$ cat src/rtl/vga_pixel_sink_pkg.sv
// Shared screen geometry, framebuffer word layout and colour constants for the
// pixel-write path between the drawing blocks and the framebuffer.
package vga_pixel_sink_pkg;

   localparam int unsigned X_W     = 10;
   localparam int unsigned Y_W     = 9;
   localparam int unsigned COLOR_W = 9;
   localparam int unsigned ADDR_W  = 19;
   localparam int unsigned ENTRY_W = ADDR_W + COLOR_W;

   localparam logic [X_W-1:0] XSCREEN = 10'd640;
   localparam logic [Y_W-1:0] YSCREEN = 9'd480;

   typedef logic [COLOR_W-1:0] color_t;
   typedef logic [ADDR_W-1:0]  fb_addr_t;

   typedef struct packed {
      fb_addr_t addr;
      color_t   color;
   } fb_entry_t;

   // RRR_GGG_BBB
   localparam color_t COLOR_BLACK = 9'h000;
   localparam color_t COLOR_WHITE = 9'h1FF;
   localparam color_t COLOR_RED   = 9'h1C0;
   localparam color_t COLOR_GREEN = 9'h038;
   localparam color_t COLOR_BLUE  = 9'h007;

   // y*640 + x as two shifts and adds; only valid for on-screen coordinates
   function automatic fb_addr_t xy_to_addr(input logic [X_W-1:0] x,
                                           input logic [Y_W-1:0] y);
      fb_addr_t yy;
      yy = fb_addr_t'(y);
      return (yy << 9) + (yy << 7) + fb_addr_t'(x);
   endfunction

endpackage

$ cat src/rtl/vga_pixel_sink_fifo.sv
// Synchronous pixel FIFO with (AW+1)-bit pointers; a push while full is taken
// only when a pop happens in the same cycle. No read-to-write bypass.
module pixel_fifo #(
   parameter int unsigned W     = 28,
   parameter int unsigned DEPTH = 16,
   parameter int unsigned AW    = 4
) (
   input  logic         Clock,
   input  logic         Resetn,
   input  logic         push,
   input  logic         pop,
   input  logic [W-1:0] din,
   output logic [W-1:0] dout,
   output logic         full,
   output logic         empty
);

   logic [AW:0]  wr_ptr_q, wr_ptr_d;
   logic [AW:0]  rd_ptr_q, rd_ptr_d;
   logic [W-1:0] mem_q [DEPTH];
   logic [W-1:0] mem_d [DEPTH];
   logic         pop_ok, push_ok;

   assign empty = (wr_ptr_q == rd_ptr_q);
   assign full  = (wr_ptr_q[AW] != rd_ptr_q[AW]) &&
                  (wr_ptr_q[AW-1:0] == rd_ptr_q[AW-1:0]);
   assign dout  = mem_q[rd_ptr_q[AW-1:0]];

   always_comb begin
      pop_ok  = pop && !empty;
      push_ok = push && (!full || pop_ok);
      wr_ptr_d = wr_ptr_q;
      rd_ptr_d = rd_ptr_q;
      mem_d    = mem_q;
      if (push_ok) begin
         mem_d[wr_ptr_q[AW-1:0]] = din;
         wr_ptr_d = wr_ptr_q + 1'b1;
      end
      if (pop_ok) begin
         rd_ptr_d = rd_ptr_q + 1'b1;
      end
   end

   always_ff @(posedge Clock) begin
      if (!Resetn) begin
         wr_ptr_q <= '0;
         rd_ptr_q <= '0;
      end else begin
         wr_ptr_q <= wr_ptr_d;
         rd_ptr_q <= rd_ptr_d;
      end
   end

   always_ff @(posedge Clock) begin
      mem_q <= mem_d;
   end

endmodule

$ cat src/rtl/vga_pixel_sink.sv
// Pixel-write sink: registers incoming pixels, clips off-screen writes, forms the
// linear framebuffer address, buffers in a FIFO and drains on fb_grant.
module vga_pixel_sink
   import vga_pixel_sink_pkg::*;
#(
   parameter int unsigned FIFO_DEPTH = 16,
   parameter int unsigned FIFO_AW    = 4
) (
   input  logic               Clock,
   input  logic               Resetn,
   input  logic [X_W-1:0]     in_x,
   input  logic [Y_W-1:0]     in_y,
   input  logic [COLOR_W-1:0] in_color,
   input  logic               in_write,
   input  logic               fb_grant,
   output logic [ADDR_W-1:0]  fb_addr,
   output logic [COLOR_W-1:0] fb_data,
   output logic               fb_we,
   input  logic               clear_overflow,
   output logic               overflow,
   output logic               clipped,
   output logic               busy
);

   logic [X_W-1:0] x1_q, x1_d;
   logic [Y_W-1:0] y1_q, y1_d;
   color_t         c1_q, c1_d;
   logic           v1_q, v1_d;
   fb_entry_t      e2_q, e2_d;
   logic           v2_q, v2_d;
   logic           clipped_q, clipped_d;
   logic           overflow_q, overflow_d;
   logic           fb_we_q, fb_we_d;
   fb_addr_t       fb_addr_q, fb_addr_d;
   color_t         fb_data_q, fb_data_d;

   logic               off_screen;
   logic               fifo_pop;
   logic               fifo_full, fifo_empty;
   logic [ENTRY_W-1:0] fifo_dout;
   fb_entry_t          head;

   pixel_fifo #(
      .W     (ENTRY_W),
      .DEPTH (FIFO_DEPTH),
      .AW    (FIFO_AW)
   ) u_fifo (
      .Clock  (Clock),
      .Resetn (Resetn),
      .push   (v2_q),
      .pop    (fifo_pop),
      .din    (e2_q),
      .dout   (fifo_dout),
      .full   (fifo_full),
      .empty  (fifo_empty)
   );

   assign head     = fb_entry_t'(fifo_dout);
   assign fifo_pop = fb_grant && !fifo_empty;

   always_comb begin
      // S1 payload is captured every cycle; only v1 qualifies it
      x1_d = in_x;
      y1_d = in_y;
      c1_d = in_color;
      v1_d = in_write;

      off_screen = (x1_q >= XSCREEN) || (y1_q >= YSCREEN);
      clipped_d  = v1_q && off_screen;
      v2_d       = v1_q && !off_screen;
      e2_d.addr  = xy_to_addr(x1_q, y1_q);
      e2_d.color = c1_q;

      overflow_d = overflow_q;
      if (v2_q && fifo_full && !fifo_pop) begin
         overflow_d = 1'b1;
      end else if (clear_overflow) begin
         overflow_d = 1'b0;
      end

      fb_we_d   = fifo_pop;
      fb_addr_d = fb_addr_q;
      fb_data_d = fb_data_q;
      if (fifo_pop) begin
         fb_addr_d = head.addr;
         fb_data_d = head.color;
      end
   end

   always_ff @(posedge Clock) begin
      if (!Resetn) begin
         x1_q       <= '0;
         y1_q       <= '0;
         c1_q       <= '0;
         v1_q       <= 1'b0;
         e2_q       <= '0;
         v2_q       <= 1'b0;
         clipped_q  <= 1'b0;
         overflow_q <= 1'b0;
         fb_we_q    <= 1'b0;
         fb_addr_q  <= '0;
         fb_data_q  <= '0;
      end else begin
         x1_q       <= x1_d;
         y1_q       <= y1_d;
         c1_q       <= c1_d;
         v1_q       <= v1_d;
         e2_q       <= e2_d;
         v2_q       <= v2_d;
         clipped_q  <= clipped_d;
         overflow_q <= overflow_d;
         fb_we_q    <= fb_we_d;
         fb_addr_q  <= fb_addr_d;
         fb_data_q  <= fb_data_d;
      end
   end

   assign fb_we    = fb_we_q;
   assign fb_addr  = fb_addr_q;
   assign fb_data  = fb_data_q;
   assign overflow = overflow_q;
   assign clipped  = clipped_q;
   assign busy     = v1_q | v2_q | !fifo_empty | fb_we_q;

endmodule

$ cat config.mk
export PLATFORM = sky130hd
export DESIGN_NAME = vga_pixel_sink
export DESIGN_NICKNAME = d
export VERILOG_FILES = /design/src/rtl/vga_pixel_sink_pkg.sv /design/src/rtl/vga_pixel_sink_fifo.sv /design/src/rtl/vga_pixel_sink.sv
export SDC_FILE = /design/constraint.sdc
export NUM_CORES = 1
export LEC_CHECK = 0
export BUFFER_PORTS_ARGS = -buffer_cell sky130_fd_sc_hd__buf_4
export CORE_ASPECT_RATIO = 1.1
export CORE_UTILIZATION = 55
export DETAILED_ROUTE_END_ITERATION = 10
export GPL_TIMING_DRIVEN = 0
export PLACE_DENSITY = 0.72
export SETUP_SLACK_MARGIN = 0.4
export SLEW_MARGIN = 40
export SYNTH_ARGS = -nofsm -noshare
export SYNTH_HDL_FRONTEND = slang
export SYNTH_SLANG_ARGS = --single-unit
$ cat constraint.sdc
create_clock -name Clock -period 3.45 [get_ports Clock]
set_clock_uncertainty 0.2 [all_clocks]
set_input_delay 0.1725 -clock Clock [delete_from_list [all_inputs] [get_ports Clock]]
set_output_delay 0.1725 -clock Clock [all_outputs]
set_load 0.02 [all_outputs]
==> results of run 1 <==
## through the flow
step	hold slack [ns]	cells	utilization
detailed placement	0.183	1651	0.609
global placement	0.180	1615	0.588
global route	0.141	1809	0.671
floorplan	0.0998	1057	-
CTS	0.125	1793	0.666
finish	0.144	1809	0.671
## cells by family (layout without fill, tap and decap cells)
| kind of cell | Yosys count | count (layout) |
|---|---|---|
| XOR/XNOR | 15 | 15 |
| AO/OA/AOI/OAI | 86 | 86 |
| adder cells (fa/ha/maj) | 24 | 24 |
| buffers and inverters | 65 | 323 |
| AND/OR/NAND/NOR | 146 | 146 |
| multiplexers | 174 | 174 |
| flip-flops | 547 | 547 |
## routing by layer
metal | global-route usage | vias to the layer above | part of all wire
met5 | 0 | - | 0
met4 | 0.0834 | 0 | 0.028
met3 | 0.0418 | 99 | 0.068
met2 | 0.426 | 470 | 0.50
met1 | 0.327 | 5554 | 0.40
li1 | - | 4629 | -
## critical path, stage by stage (launching register included)
cell,delay (ns)
sky130_fd_sc_hd__dfxtp_1,0.33
sky130_fd_sc_hd__clkbuf_1,0.23
sky130_fd_sc_hd__xor2_1,0.16
sky130_fd_sc_hd__nor4_4,0.67
sky130_fd_sc_hd__a21boi_2,0.25
sky130_fd_sc_hd__nand2_1,0.42
sky130_fd_sc_hd__nor3_4,0.11
sky130_fd_sc_hd__buf_4,0.20
sky130_fd_sc_hd__buf_6,0.15
## synth_stat cells
cell type / count
sky130_fd_sc_hd__o21a_1: 1
sky130_fd_sc_hd__xor2_1: 10
sky130_fd_sc_hd__nand4_1: 5
sky130_fd_sc_hd__nand2_1: 17
sky130_fd_sc_hd__o2bb2ai_2: 3
sky130_fd_sc_hd__nand2b_1: 7
sky130_fd_sc_hd__clkbuf_1: 28
sky130_fd_sc_hd__nor2_1: 44
sky130_fd_sc_hd__dfxtp_1: 99
sky130_fd_sc_hd__o311a_1: 1
sky130_fd_sc_hd__o31ai_1: 2
sky130_fd_sc_hd__inv_1: 9
sky130_fd_sc_hd__a32oi_1: 1
sky130_fd_sc_hd__o21bai_1: 1
sky130_fd_sc_hd__buf_2: 12
sky130_fd_sc_hd__nor3_1: 5
sky130_fd_sc_hd__a21boi_2: 2
sky130_fd_sc_hd__mux2_2: 28
sky130_fd_sc_hd__nand3_1: 3
sky130_fd_sc_hd__buf_6: 6
sky130_fd_sc_hd__buf_8: 1
sky130_fd_sc_hd__nor4_4: 1
sky130_fd_sc_hd__a21oi_1: 39
sky130_fd_sc_hd__buf_4: 8
sky130_fd_sc_hd__edfxtp_1: 448
sky130_fd_sc_hd__xnor2_1: 4
sky130_fd_sc_hd__nor2b_1: 5
sky130_fd_sc_hd__o2bb2ai_1: 25
sky130_fd_sc_hd__xor2_2: 1
sky130_fd_sc_hd__o21ai_0: 7
sky130_fd_sc_hd__buf_1: 1
sky130_fd_sc_hd__and2_1: 58
sky130_fd_sc_hd__nor2b_2: 1
sky130_fd_sc_hd__a21o_1: 2
sky130_fd_sc_hd__mux2i_1: 34
sky130_fd_sc_hd__ha_1: 22
sky130_fd_sc_hd__fa_1: 2
sky130_fd_sc_hd__mux4_2: 112
sky130_fd_sc_hd__a211oi_1: 2
## cell type report
cell class	count	area, µm²
Buffer	56	318
Multi-Input combinational cell	445	5150
Inverter	9	33.8
Clock buffer	83	1600
Fill cell	2344	12200
Sequential cell	547	15400
Clock inverter	13	92.6
Tap cell	494	618
Timing Repair Buffer	162	1740
## state kept, by name (all words and copies together) (netlist names)
name,count
overflow,1
v1_q,1
u_fifo.rd_ptr_q,5
fb_data,9
e2_q,28
u_fifo.mem_q,448
y1_q,9
clipped,1
fb_addr,19
u_fifo.wr_ptr_q,5
v2_q,1
c1_q,9
fb_we,1
x1_q,10
## power by group
group          internal (mW)  total [mW]  switching, mW
clock                   3.25        5.59           2.34
combinational          0.470       0.929          0.459
sequential              7.23        7.35          0.120
## what timing repair did
item,4_1_cts,5_1_grt
endpoints found under the setup margin,293,150
pin swaps,6,7
buffers inserted,13,16
resized for setup,1,1
hold endpoints to repair,52,0
hold buffers,33,0
## worst max path at each step
| stage | cells past startpoint | start | slack (ns) | to |
|---|---|---|---|---|
| floorplan | 6 | u_fifo.rd_ptr_q[3] | 0.36 | u_fifo.mem_q[112] |
| global placement | 5 | u_fifo.wr_ptr_q[4] | -1.69 | u_fifo.mem_q[130] |
| detailed placement | 7 | u_fifo.wr_ptr_q[4] | -0.04 | u_fifo.mem_q[358] |
| CTS | 7 | u_fifo.wr_ptr_q[4] | 0.40 | u_fifo.mem_q[241] |
| global route | 8 | u_fifo.rd_ptr_q[3] | 0.42 | u_fifo.mem_q[409] |
| finish | 8 | u_fifo.rd_ptr_q[3] | 0.48 | u_fifo.mem_q[410] |
==> results by stage, run 1 <==
Run status:
- The flow ran to the end, and the final reports show no timing, DRC or antenna violations.

Clock network:
- The clock-pin slew of the registers on the worst-case setup and hold paths is 0.06 ns.
- The number of buffers on the longest clock path is 3.
- The CTS root buffer is sky130_fd_sc_hd__clkbuf_16.
- The H-tree was split into 2 levels.
- The tree built by TritonCTS fans out to 547 sinks.
- TritonCTS built the clock tree.
- The number of CTS-inserted buffers is 52.
- The clock reaches the later pin of the worst-skew pair after 0.57 ns.

Placement:
- The total half-perimeter wirelength after legalization and detailed placement is 29.3 mm.
- During placement, the flow inserted port buffers numbering 64.
- The pre-CTS setup slack is -0.0372 ns.
- Summing all placed instances gives a cell area of 0.0227 mm².
- Routability-driven placement finished with a final weighted congestion of 0.779.

Timing:
- The normalized max-slew margin is 0.392.
- The final hold violation count came to 0.
- The final count of pins violating max slew is 0.
- The final critical delay including setup and external delays is 2.97 ns.
- The post-route clock period utilization is 0.861.
- The slew at the pin closest to its max-slew limit is 0.912 ns.
- Setup repair after global routing left no endpoint under its margin.
- The total negative slack for setup checks is 0 ns.
- Setup violations remaining at the end of the flow were counted as 0.
- The setup slack after layout is 0.478 ns.
- For this run, the top clock speed supported by timing is 337 MHz.

Critical path:
- In this run the critical register-to-register path is captured at u_fifo.mem_q[410].
- The arrival time of data at the critical path endpoint is 3.10 ns.
- The critical path is of the flip-flop to flip-flop type.
- Of all nets on the critical path, the largest fanout is 9.
- The worst setup path is launched from a flip-flop.
- The critical path required time is 3.57 ns.
- The endpoint class of the critical path is a flip-flop.
- The worst register-to-register path has a depth of 8.
- The slack of the worst reg-to-reg path is 0.48 ns.
- In this run the critical register-to-register path is launched from u_fifo.rd_ptr_q[3].

Floorplanning:
- Measured along the y axis, the die boundary spans 206 µm.
- For this configuration, the core starts out at a cell density of 0.558.
- The core footprint is 0.0372 mm².
- The boundary pin count is 65.
- The number of placement rows is 74.
- The die is 187 µm wide.
- The die outline area is 0.0386 mm².

Logic synthesis:
- In the post-synthesis netlist, the biggest area contributors are sky130_fd_sc_hd__edfxtp_1 (65%), sky130_fd_sc_hd__mux4_2 (12%), sky130_fd_sc_hd__dfxtp_1 (9.5%).
- Of the total synthesized cell area, the portion taken by full adders, half adders and majority gates is 0.0152.
- The distinct cell type count of the synthesized netlist is 39.
- The synthesized design contains 547 register bits.
- Of the total synthesized cell area, the portion taken by XOR and XNOR cells is 0.00668.
- The summed instance area of the synthesized netlist is 0.0208 mm².
- The dominant combinational cell family by area after synthesis is multiplexers.
- The number of nets in the synthesized netlist is 1114.
- The post-synthesis share of cell area spent on and, or, nand and nor gates is 0.0370.
- The sequential area share after synthesis is 0.743.
- The cell type contributing the most total cell area after synthesis is sky130_fd_sc_hd__edfxtp_1.
- After technology mapping, the gate count stands at 1057.
- The number of warning messages in the yosys log is 0.
- Each instance of the synthesized netlist takes up on average 19.7 µm².
- The synthesized-area fraction occupied by ao, oa, aoi and oai cells was 0.0287.
- Of the post-synthesis cell area, the part taken by muxes is 0.153.
- The share of synthesized area in the top cell type comes to 0.648.

Drt:
- The detail-routed net length per standard cell is 26.2 µm.
- Using the TritonRoute via totals, the vias-per-cell ratio works out to 5.94.
- The count of unresolved DRC violations after routing is 0.
- The total vias in the final route is 10800.
- The first-pass detailed-route iteration total is 5.
- For this block, the routed nets add up to 47.4 mm of wire.
- The number of nets with antenna violations after routing is 0.
- After the first detailed-routing iteration, the DRC count stood at 1061.

Power:
- Summed over all cells, the static leakage comes to 8.44 nW.
- The power per cell area is 555 mW/mm².
- The power consumption is 13.9 mW.
- Across the VDD grid, the largest voltage drop is 0.396 mV.

Cells and area:
- In the final layout, the share of cells above drive strength 1 is 0.306.
- 0 antenna diodes ended up in the layout.
- The commonest non-fill, non-tap cell in the layout is sky130_fd_sc_hd__edfxtp_1.
- The number of nets in the layout is 1330.
- In the layout the commonest cells are sky130_fd_sc_hd__edfxtp_1 (448), sky130_fd_sc_hd__mux4_2 (112), sky130_fd_sc_hd__dfxtp_1 (99).
- The layout overhead on the synthesized area is 20.3%.
- The post-route cell area is 0.0250 mm².

Hold path:
- The worst hold path cell count is 3.
- The min-delay analysis places its worst path in the category input pin to flip-flop.
- The worst hold path begins at in_color[1].
- The hold path endpoint is c1_q[1].

GRT:
- The via count of the first global-routing pass came to 11000.
- Entering global routing, the biggest net connects 17 pins.
- For this run the aggregate overflow at the end of global routing stands at 0.
- The first global-routing pass estimated 68.8 mm of wire.
- The initial antenna violation count is 1.
- The global-route usage over all layers is 0.249.

Flow run:
- The max capacitance violation total is 0.
Note: power is estimated with default switching activity, not from simulation.
==> inputs of run 2 (changes only) <==
--- a/config.mk
+++ b/config.mk
@@ -5,6 +5,7 @@
 export SDC_FILE = /design/constraint.sdc
 export NUM_CORES = 1
 export LEC_CHECK = 0
+export ABC_AREA = 1
 export BUFFER_PORTS_ARGS = -buffer_cell sky130_fd_sc_hd__buf_4
 export CORE_ASPECT_RATIO = 1.1
 export CORE_UTILIZATION = 55
==> run 2 against run 1 <==
Effect of this change:
- setup slack gained 0.12 ns
- flip-flop and latch count is the same
- sequential share of layout area shrank 3.8 points
- wire length grew 19%
- clock-buffer cell count shrank 2
- first-iteration DRC count grew 50%
- register-to-register slack gained 0.12 ns
- clock power grew 2%
- synthesized cell count grew 110%
- die area grew 9.0%
- cell count grew 65%
- critical path type unchanged
- critical endpoint is now u_fifo.mem_q[429]
- largest cell class unchanged
==> results by stage, run 2 <==
Drt:
- The number of design-rule violations left by the first detailed-router iteration came to 1595 (+50%).
- The number of nets with antenna violations after routing is 0 (unchanged).
- The post-detailed-route via-to-cell ratio was 5.36 (-9.8%).
- The total vias in the final route was 16000 (+49%).
- The detail-routed net length per standard cell is 18.9 µm (-28%).
- The first-pass detailed-route iteration total came to 7 (+2).
- The aggregate routed wire length is 56.4 mm (+19%).
- The count of unresolved DRC violations after routing was 0 (unchanged).

Logic synthesis:
- The library cell with the highest instance count after synthesis is sky130_fd_sc_hd__nand2_1.
- The post-synthesis register bit count is 547 (unchanged).
- The count of flip-flops with a built-in enable after synthesis came to 448 (unchanged).
- The summed instance area of the synthesized netlist is 0.0227 mm² (+9.1%).
- The sequential area share after synthesis was 0.681 (-0.0618).
- The largest total area in the synthesized netlist belongs to sky130_fd_sc_hd__edfxtp_1.
- The number of warning messages in the yosys log is 0 (unchanged).
- After synthesis, the most frequently instantiated cells are sky130_fd_sc_hd__nand2_1 (550), sky130_fd_sc_hd__edfxtp_1 (448), sky130_fd_sc_hd__inv_1 (327).
- The prevailing post-synth register cell is sky130_fd_sc_hd__edfxtp_1.
- The area share of the leading cell type in the synthesized netlist was 0.594 (-0.0538).
- Sorting the synthesized cells by area gives the leading types as sky130_fd_sc_hd__edfxtp_1 (59%), sky130_fd_sc_hd__nand2_1 (9.1%), sky130_fd_sc_hd__dfxtp_1 (8.7%).
- The cell count after synthesis is 2239 (+110%).
- The distinct cell type count of the synthesized netlist is 29 (-26%).
- The number of nets in the synthesized netlist came to 2296 (+110%).
- The mean post-synth cell area came to 10.1 µm² (-49%).
- The async set-reset flop share out of synthesis is 0 (unchanged).

Floorplanning:
- The number of placement rows is 77 (+4.1%).
- The starting density of the core is 0.561 (+0.00317).
- The die extent in x is 196 µm (+4.4%).
- The vertical extent of the die came to 215 µm (+4.4%).
- The boundary pin count is 65 (unchanged).
- The core footprint was 0.0404 mm² (+8.5%).
- The die outline area is 0.0420 mm² (+9.0%).

Placement:
- The global placer's final weighted congestion is 0.912 (+17%).
- The quantity of I/O buffers inserted on ports is 62 (-3.1%).
- The total instance count after detailed placement is 2834 (+72%).
- The total half-perimeter wirelength after legalization and detailed placement is 38.2 mm (+30%).

Hold path:
- In this run the worst hold path is classified as input pin to flip-flop.

GRT:
- The initial antenna violation count came to 0 (-1).
- The global-route wire length before repair is 85.8 mm (+25%).
- The via count of the first global-routing pass is 15300 (+39%).
- The overflow left after global routing is 0 (unchanged).
- The largest net degree at the start of global routing came to 19 (+2).
- The global-route usage over all layers is 0.271 (+0.0214).

Cells and area:
- The number of flip-flops in the largest register is 448 (unchanged).
- The number of antenna diodes is 0 (unchanged).
- The number of nets in the layout is 2490 (+87%).
- The layout overhead on the synthesized area is 17.4%.
- The non-filler instance count after layout is 2992 (+65%).
- In the layout the commonest cells are sky130_fd_sc_hd__nand2_1 (550), sky130_fd_sc_hd__edfxtp_1 (448), sky130_fd_sc_hd__inv_1 (327).
- u_fifo.mem_q holds more flip-flops than any other register.
- The layout cell share with drive strength beyond 1 was 0.111 (-0.196).
- The commonest non-fill, non-tap cell in the layout is sky130_fd_sc_hd__nand2_1.

Timing:
- The final hold violation count is 0 (unchanged).
- The total negative slack for setup checks was 0 ns (unchanged).
- Setup repair after global routing left no endpoint under its margin.
- The count of endpoints failing setup in the final report is 0 (unchanged).
- The final critical delay including setup and external delays was 2.85 ns (-0.124 ns).
- The post-route clock period utilization is 0.825 (-0.0361).
- The top achievable clock speed is 351 MHz (+4.4%).
- The normalized max-slew margin is 0.480 (+0.0880).
- The slew at the pin closest to its max-slew limit came to 0.779 ns (-0.132 ns).
- The final count of pins violating max slew is 0 (unchanged).

Clock network:
- The clock latency reported for the late side of the worst-skew pair was 0.60 ns (+0.03 ns).
- The clock sink count came to 547 (unchanged).
- The cell sitting at the root of the clock tree is a sky130_fd_sc_hd__clkbuf_16.
- The clock-pin slew of the registers on the worst-case setup and hold paths is 0.06 ns (about the same).
- TritonCTS built the clock tree.
- The H-tree depth reported by CTS is 2 (unchanged).
- The number of CTS-inserted buffers is 54 (+3.8%).
- The number of resized instances in the post-cts repair step was 0 (-1).
- The number of buffers on the longest clock path was 3 (unchanged).

Power:
- The reported leakage power is 11.6 nW (+37%).
- The highest ir drop seen on vdd is 0.448 mV (+13%).
- The power per cell area was 564 mW/mm² (+1.6%).

Run status:
- The run finished with clean final reports.

Critical path:
- The biggest cell delay along the critical path came to 0.39 ns (-0.28 ns).
- The slack of the worst reg-to-reg path was 0.60 ns (+0.12 ns).
- The worst setup path is of the flip-flop to flip-flop kind.
- The number of buffers and inverters on the critical path is 5 (+2).
- The cell family contributing the most delay on the critical path is simple AND/OR/NAND/NOR gates.
- The nature of the critical path startpoint is a flip-flop.
- Walking the worst path, the cells encountered are inv_2, buf_6, nand2_1, nand2_1, nor2_4, nand3_1, nand2_2, inv_2, nand2_1, nor2_4, buf_8, buf_8.
- Among the stages of the critical path, the cell type that occurs most often is sky130_fd_sc_hd__nand2_1.
- The peak fanout along the critical path came to 11 (+2).
- The arrival time of data at the critical path endpoint is 2.95 ns (-0.15 ns).
- The slowest stage of the critical path is the sky130_fd_sc_hd__dfxtp_1 cell.
- The endpoint class of the critical path is a flip-flop.
- The critical path required time is 3.55 ns (-0.02 ns).

Flow run:
- The max capacitance violation total came to 0 (unchanged).
## run 2: cell count changes in the layout (fill, tap and decap cells not counted), sizes merged, moves of 8 or more
cell | before | now
mux2i | 34 | 0
mux2 | 28 | 0
and2 | 58 | 0
nor2 | 44 | 289
nand3 | 3 | 207
o21ai | 7 | 124
mux4 | 112 | 0
o2bb2ai | 28 | 0
nand2 | 17 | 552
inv | 9 | 338
clkinv | 11 | 19
buf | 157 | 177
## run 2: tightest hold or removal path: stages
cell,delay [ns]
sky130_fd_sc_hd__clkbuf_1,0.21
sky130_fd_sc_hd__clkinv_1,0.30
sky130_fd_sc_hd__a21oi_1,0.07
sky130_fd_sc_hd__nand2_1,0.05
sky130_fd_sc_hd__inv_1,0.03
## run 2: metal layers
layer,track usage,up-vias,part of all wire
met4,0.104,0,0.034
met5,0,-,0
met2,0.445,749,0.49
met1,0.366,7568,0.40
li1,-,7601,-
met3,0.0380,121,0.078
## run 2: path summary, 6_finish.rpt
| path | from | endpoint | cells after the start |
|---|---|---|---|
| worst max-delay path | u_fifo.rd_ptr_q[0] | u_fifo.mem_q[429] | 12 |
| worst min-delay path | Resetn | fb_data[8] | 5 |
| worst max register to register | u_fifo.rd_ptr_q[0] | u_fifo.mem_q[429] | 12 |
| worst min register to register | x1_q[6] | e2_q[15] | 2 |
## run 2: power by group
| part | switching, mW | total (mW) | internal, mW |
|---|---|---|---|
| clock | 2.43 | 5.68 | 3.25 |
| combinational | 1.30 | 1.90 | 0.605 |
| sequential | 0.165 | 7.43 | 7.26 |
## run 2: final cells by class
type	instances	area, µm²
Buffer	106	489
Clock buffer	81	1620
Clock inverter	21	113
Fill cell	2911	13800
Inverter	336	1260
Multi-Input combinational cell	1250	5600
Sequential cell	547	15400
Tap cell	513	642
Timing Repair Buffer	138	1450
## run 2: per-stage QoR
| step | total power [mW] | cell area (µm²) | util | setup WS (ns) | hold WS [ns] |
|---|---|---|---|---|---|
| finish | 15.0 | 26600 | 0.659 | 0.603 | 0.0868 |
| global route | 15.5 | 26600 | 0.659 | 0.487 | 0.111 |
| CTS | 15.0 | 26300 | 0.652 | 0.436 | 0.0619 |
| detailed placement | 9.40 | 24300 | 0.602 | 0.456 | 0.159 |
| global placement | 9.34 | 23800 | 0.589 | -0.915 | 0.153 |
| floorplan | 8.67 | 22700 | - | 0.454 | 0.0701 |
## run 2: logic make-up after synthesis
logic type      share of synthesized area
simple gates                        0.187
flops                               0.681
buf+inv                            0.0772
compound gates                     0.0373
fa+ha+maj                          0.0139
xor+xnor                          0.00309
## run 2: what timing repair did
action / CTS / global route
hold buffers: 31 / 0
endpoints found under the hold margin: 34 / 0
endpoints found under the setup margin: 0 / 208
setup buffers: 0 / 25
